$ cat src/rtl/alu_sequencer_if.sv
// alu_sequencer_if: request handshake, result handshake and external-ALU bus of the
// ALU sequencer. The slave side is the sequencer; the master side is the upstream/ALU.
interface alu_sequencer_if #(
  parameter int L = 16,
  parameter int P = 0
);
  logic InValid, InReady, FlagsClear, OutValid, OutReady;
  logic [P:0] InOperation, AluOperation;
  logic [L-1:0] InA, InB, AluA, AluB, AluFlagsIn, AluR, AluFlagsOut;
  logic [L-1:0] OutR, OutFlags, Flags, OpCount;
  modport master (
    output InValid, InOperation, InA, InB, FlagsClear, OutReady, AluR, AluFlagsOut,
    input  InReady, AluOperation, AluA, AluB, AluFlagsIn, OutValid, OutR, OutFlags, Flags, OpCount
  );
  modport slave (
    input  InValid, InOperation, InA, InB, FlagsClear, OutReady, AluR, AluFlagsOut,
    output InReady, AluOperation, AluA, AluB, AluFlagsIn, OutValid, OutR, OutFlags, Flags, OpCount
  );
endinterface

$ cat src/rtl/alu_sequencer.sv
// alu_sequencer: accepts one request at a time, evaluates it on an external combinational
// ALU in a single cycle, and holds the result until the downstream drains it.
module alu_sequencer #(
  parameter int L = 16,
  parameter int P = 0
) (
  input logic Clock,
  input logic ResetN,
  alu_sequencer_if.slave bus
);
  typedef enum logic [1:0] {IDLE, EXEC, DONE} state_t;
  state_t state;
  logic [P:0] opReg;
  logic [L-1:0] aReg, bReg, outR, outFlags, flags, opCount;
  logic outValid, inReady, accept;
  // Draining a result frees the slot in the same cycle, so DONE accepts back-to-back.
  assign inReady = (state == IDLE) || (state == DONE && bus.OutReady);
  assign accept = inReady && bus.InValid;
  assign bus.InReady = inReady;
  assign bus.AluOperation = opReg;
  assign bus.AluA = aReg;
  assign bus.AluB = bReg;
  assign bus.AluFlagsIn = flags;
  assign bus.OutValid = outValid;
  assign bus.OutR = outR;
  assign bus.OutFlags = outFlags;
  assign bus.Flags = flags;
  assign bus.OpCount = opCount;
  always_ff @(posedge Clock or negedge ResetN)
    if (!ResetN) begin
      state <= IDLE;
      opReg <= '0;
      aReg <= '0;
      bReg <= '0;
      outValid <= 1'b0;
      outR <= '0;
      outFlags <= '0;
      flags <= '0;
      opCount <= '0;
    end else begin
      if (accept) begin
        opReg <= bus.InOperation;
        aReg <= bus.InA;
        bReg <= bus.InB;
      end
      if (bus.FlagsClear) flags <= '0;
      case (state)
        IDLE: state <= accept ? EXEC : IDLE;
        EXEC: begin
          outR <= bus.AluR;
          outFlags <= bus.AluFlagsOut;
          // A coincident clear wins over the ALU's flag update.
          if (!bus.FlagsClear) flags <= bus.AluFlagsOut;
          opCount <= opCount + 1'b1;
          outValid <= 1'b1;
          state <= DONE;
        end
        DONE: if (bus.OutReady) begin
          outValid <= 1'b0;
          state <= accept ? EXEC : IDLE;
        end
        default: state <= IDLE;
      endcase
    end
endmodule
$ cat src/flat_wrapper.sv
// flat-port wrapper written by rule: the top's interface ports become plain ports
module alu_sequencer_flat 
#(
  parameter int L = 16,
  parameter int P = 0
)
  (Clock, ResetN, bus_InValid, bus_InOperation, bus_InA, bus_InB, bus_FlagsClear, bus_OutReady, bus_AluR, bus_AluFlagsOut, bus_InReady, bus_AluOperation, bus_AluA, bus_AluB, bus_AluFlagsIn, bus_OutValid, bus_OutR, bus_OutFlags, bus_Flags, bus_OpCount);
  alu_sequencer_if #(.L(L), .P(P)) bus_i ();
  input logic Clock;
  input logic ResetN;
  input wire logic [$bits(bus_i.InValid)-1:0] bus_InValid;
  input wire logic [$bits(bus_i.InOperation)-1:0] bus_InOperation;
  input wire logic [$bits(bus_i.InA)-1:0] bus_InA;
  input wire logic [$bits(bus_i.InB)-1:0] bus_InB;
  input wire logic [$bits(bus_i.FlagsClear)-1:0] bus_FlagsClear;
  input wire logic [$bits(bus_i.OutReady)-1:0] bus_OutReady;
  input wire logic [$bits(bus_i.AluR)-1:0] bus_AluR;
  input wire logic [$bits(bus_i.AluFlagsOut)-1:0] bus_AluFlagsOut;
  output wire logic [$bits(bus_i.InReady)-1:0] bus_InReady;
  output wire logic [$bits(bus_i.AluOperation)-1:0] bus_AluOperation;
  output wire logic [$bits(bus_i.AluA)-1:0] bus_AluA;
  output wire logic [$bits(bus_i.AluB)-1:0] bus_AluB;
  output wire logic [$bits(bus_i.AluFlagsIn)-1:0] bus_AluFlagsIn;
  output wire logic [$bits(bus_i.OutValid)-1:0] bus_OutValid;
  output wire logic [$bits(bus_i.OutR)-1:0] bus_OutR;
  output wire logic [$bits(bus_i.OutFlags)-1:0] bus_OutFlags;
  output wire logic [$bits(bus_i.Flags)-1:0] bus_Flags;
  output wire logic [$bits(bus_i.OpCount)-1:0] bus_OpCount;
  assign bus_i.InValid = bus_InValid;
  assign bus_i.InOperation = bus_InOperation;
  assign bus_i.InA = bus_InA;
  assign bus_i.InB = bus_InB;
  assign bus_i.FlagsClear = bus_FlagsClear;
  assign bus_i.OutReady = bus_OutReady;
  assign bus_i.AluR = bus_AluR;
  assign bus_i.AluFlagsOut = bus_AluFlagsOut;
  assign bus_InReady = bus_i.InReady;
  assign bus_AluOperation = bus_i.AluOperation;
  assign bus_AluA = bus_i.AluA;
  assign bus_AluB = bus_i.AluB;
  assign bus_AluFlagsIn = bus_i.AluFlagsIn;
  assign bus_OutValid = bus_i.OutValid;
  assign bus_OutR = bus_i.OutR;
  assign bus_OutFlags = bus_i.OutFlags;
  assign bus_Flags = bus_i.Flags;
  assign bus_OpCount = bus_i.OpCount;
  alu_sequencer #(.L(L), .P(P)) u_core (.Clock(Clock), .ResetN(ResetN), .bus(bus_i));
endmodule
$ cat config.mk
export PLATFORM = sky130hd
export DESIGN_NAME = alu_sequencer_flat
export DESIGN_NICKNAME = d
export VERILOG_FILES = /design/src/rtl/alu_sequencer_if.sv /design/src/rtl/alu_sequencer.sv /design/src/flat_wrapper.sv
export SDC_FILE = /design/constraint.sdc
export NUM_CORES = 1
export LEC_CHECK = 0
export ABC_CLOCK_PERIOD_IN_PS = 2450
export CORE_ASPECT_RATIO = 0.75
export CORE_UTILIZATION = 40
export CTS_BUF_LIST = sky130_fd_sc_hd__clkbuf_16
export CTS_CLUSTER_SIZE = 14
export DETAILED_ROUTE_END_ITERATION = 10
export PLACE_DENSITY = 0.78
export RECOVER_POWER = 100
export SLEW_MARGIN = 20
export SYNTH_ARGS = -nofsm -noshare
export SYNTH_HDL_FRONTEND = slang
export SYNTH_SLANG_ARGS = --single-unit
$ cat constraint.sdc
create_clock -name Clock -period 2.45 [get_ports Clock]
set_input_delay 0.3675 -clock Clock [delete_from_list [all_inputs] [get_ports Clock]]
set_output_delay 0.3675 -clock Clock [all_outputs]
set_load 0.05 [all_outputs]
==> impl_metrics.py <==
metrics = {
    "status": {
        "run_status": "finished clean",
    },
    "synth": {
        "syn_area_mm2": 0.00407,
        "yosysWarnings": 0,
        "ys_seq_elements": 100,
        "synthesis.nets": 415,
        "syn_avg_cell_area_um2": 11.8,
        "yosysSeqAreaShare_pct": 61.5,
        "synthCells": 344,
        "ys_types": 26,
    },
    "grt": {
        "grt_pass1_wl_um": 15200,
        "grt_pass1_vias": 3002,
        "antenna_found_initial": 0,
        "grt_max_degree": 59,
        "grt_overflow": 0,
        "grt_usage_pct": 18.8,
    },
    "power_and_ir_drop": {
        "p_total_mw": 6.87,
        "p_leak_nw": 2.90,
        "p_per_area_mw_per_mm2": 1130,
        "ir_drop_mv": 0.527,
    },
    "worst_setup_path": {
        "end_kind": "output port",
        "slowest_stage": "dlygate4sd3_1",
        "rr_endpoint": "u_core.bus.AluFlagsIn[3]",
        "crit_type": "in -> out",
        "crit-reg2reg-launch": "u_core.state[1]",
        "critPathBufInv": 2,
        "cp_cell_sequence": "dlygate4sd3_1 -> nand2b_1 -> nor2b_1 -> clkbuf_1",
        "crit_fanout": 2,
        "worstSetupStartpointType": "input port",
        "required_ps": 2080,
        "cpLargestDelayFamily": "buffers and inverters",
        "crit_path_max_incr_delay_ps": 550,
        "crit_arrival_ps": 1750,
        "rrSetupSlack_ps": 640,
        "rr_worst_depth": 4,
    },
    "job": {
        "maxCapViolCount": 0,
    },
    "cells_and_area": {
        "final_util_pct": 62.2,
        "n_antenna_cell": 0,
        "layout-drive-gt1-share_pct": 5.80,
        "syn_to_final_growth_pct": 49.4,
        "fin_nets": 583,
    },
    "timing": {
        "finalMaxSlewViolations": 0,
        "max_clock_freq_ghz": 0.472,
        "setup_viol": 0,
        "final.setup.tns_ps": 0,
        "fin_crit_sh_pct": 86.4,
        "rsz0062_at_grt": "no",
        "timing_hold_violations_final": 0,
        "slew_headroom_pct": 7.85,
        "skew_ps": 4.16,
        "holdWs_ps": 317,
        "min_period_ps": 2120,
        "worst_pin_slew_ps": 1380,
        "timing.final.ws_setup_ps": 332,
    },
    "drt": {
        "vias": 2969,
        "via_per_inst": 4.57,
        "dr.pass1.iters": 4,
        "drtAntennaViolNets": 0,
        "routedWlPerCell_um": 14.8,
        "routed_wl_um": 9570,
        "drc_errors": 0,
        "drt_iter0_drc": 124,
    },
    "clocking": {
        "clk_latency_ps": 340,
        "post_cts_resized": 0,
        "cts_made_buffers": 9,
        "clk_pin_slew_worst_paths_ps": 70,
        "htreeDepth": 3,
        "post_cts_buffers": 0,
        "cts_root_buffer": "clkbuf_16",
        "cts_tree": "done",
        "postCtsHoldBufs": 0,
        "cts_max_path_buffers": 2,
        "clock_sinks": 100,
    },
    "place": {
        "place_ws_ps": 333,
        "hpwl_um": 7050,
        "routabilityCongestion": 0.756,
        "io_buffers": 184,
    },
    "die": {
        "die_x_um": 118,
        "num_rows": 31,
        "die_area_mm2": 0.0106,
        "core_mm2": 0.00977,
        "die-height_um": 89.4,
        "io_pins": 185,
        "start_util_pct": 41.7,
    },
    "worst_hold_path": {
        "hp-class": "in -> async",
    },
}
-- metrics by stage --
step                instance area (µm²)  instances
floorplan                          4070        344
global placement                   5890        633
detailed placement                 5890        633
CTS                                6210        649
global route                       6080        649
finish                             6080        649
-- power breakdown --
part	switching [mW]	internal [mW]	leakage, nW
registers	0.248	2.07	1.25
logic	2.15	0.912	1.49
clock network	0.598	0.891	0.153
total	3.00	3.87	2.90
-- cell type report --
class | count | area (µm²)
Sequential cell | 100 | 2500
Fill cell | 795 | 3690
Clock buffer | 9 | 225
Inverter | 1 | 3.75
Clock inverter | 7 | 92.6
Tap cell | 132 | 165
Multi-Input combinational cell | 211 | 1220
Timing Repair Buffer | 189 | 1880
-- cell usage in the layout (no fill, tap or decap), types with 4 or more instances in the layout --
master	synthesis	routed
mux2_1	0	26
clkbuf_16	0	9
xnor2_1	13	13
dlygate4sd3_1	0	115
nand3_1	9	9
mux2_2	4	4
nand2_1	119	119
clkdlybuf4s50_1	0	67
a21oi_1	18	18
dfrtp_1	100	100
-- Yosys cell counts --
cell      count  share of area (%)
buf_2         6               0.74
mux2_4       29                 11
and3_1        3               0.46
buf_6         1               0.28
nand4_1       1               0.15
and2_1        2               0.31
a21oi_1      18                2.2
and2b_1       1               0.18
o21ai_0       1               0.12
and2_4        1               0.22
xor2_1        2               0.43
clkbuf_1      5               0.46
nor2b_4       1               0.34
nand2b_1      2               0.31
buf_1         1              0.092
xnor2_1      13                2.8
dfrtp_1     100                 61
buf_4        16                3.0
inv_1         1              0.092
nand2_1     119                 11
nor2_1        1              0.092
ha_1          1               0.31
nand3_1       9                1.1
buf_12        3                1.5
and4_1        3               0.65
mux2_2        4                1.1
-- cells by family (layout without fill, tap and decap cells) --
| family | after synthesis | count (layout) | synth area share, % |
|---|---|---|---|
| compound gates | 19 | 19 | 2.34 |
| xor+xnor | 15 | 15 | 3.23 |
| fa+ha+maj | 1 | 1 | 0.307 |
| buf+inv | 33 | 206 | 6.08 |
| flops | 100 | 100 | 61.5 |
| mux | 33 | 33 | 11.8 |
| simple gates | 143 | 143 | 14.8 |
-- how the worst max path moves through the flow --
| stage | startpoint | endpoint | slack [ps] | cells after the start |
|---|---|---|---|---|
| 2_1_floorplan | u_core.state[1] | u_core.bus.AluA[10] | 760 | 6 |
| 3_3_place_gp | bus_OutReady | u_core.bus.AluA[0] | 400 | 6 |
| 3_5_place_dp | bus_OutReady | u_core.bus.AluA[0] | 330 | 6 |
| 4_1_cts | u_core.bus.OpCount[2] | bus_OpCount[2] | 450 | 1 |
| 5_1_grt | bus_OutReady | bus_InReady | 260 | 4 |
| 6_report | bus_OutReady | bus_InReady | 330 | 4 |
-- registers in the layout (all words and copies together) (netlist names) --
signal / cells
u_core.bus.AluA: 16
u_core.bus.OutValid: 1
u_core.bus.OpCount: 16
u_core.bus.AluB: 16
u_core.bus.OutFlags: 16
u_core.state: 2
u_core.bus.AluOperation: 1
u_core.bus.OutR: 16
u_core.bus.AluFlagsIn: 16
-- metal layers --
| layer | global-route usage, % | part of all wire [%] |
|---|---|---|
| met5 | 0 | 0 |
| met4 | 7.13 | 1.6 |
| met3 | 6.51 | 7.8 |
| met2 | 30.9 | 48 |
| met1 | 23.4 | 43 |
-- worst register-to-register path: stages, from the launching register on --
cell and delay (ps):
dfrtp_1 410, and2b_1 290, clkbuf_2 630, nand2_1 200, a21oi_1 180
Power figures use the tool's default switching activity.
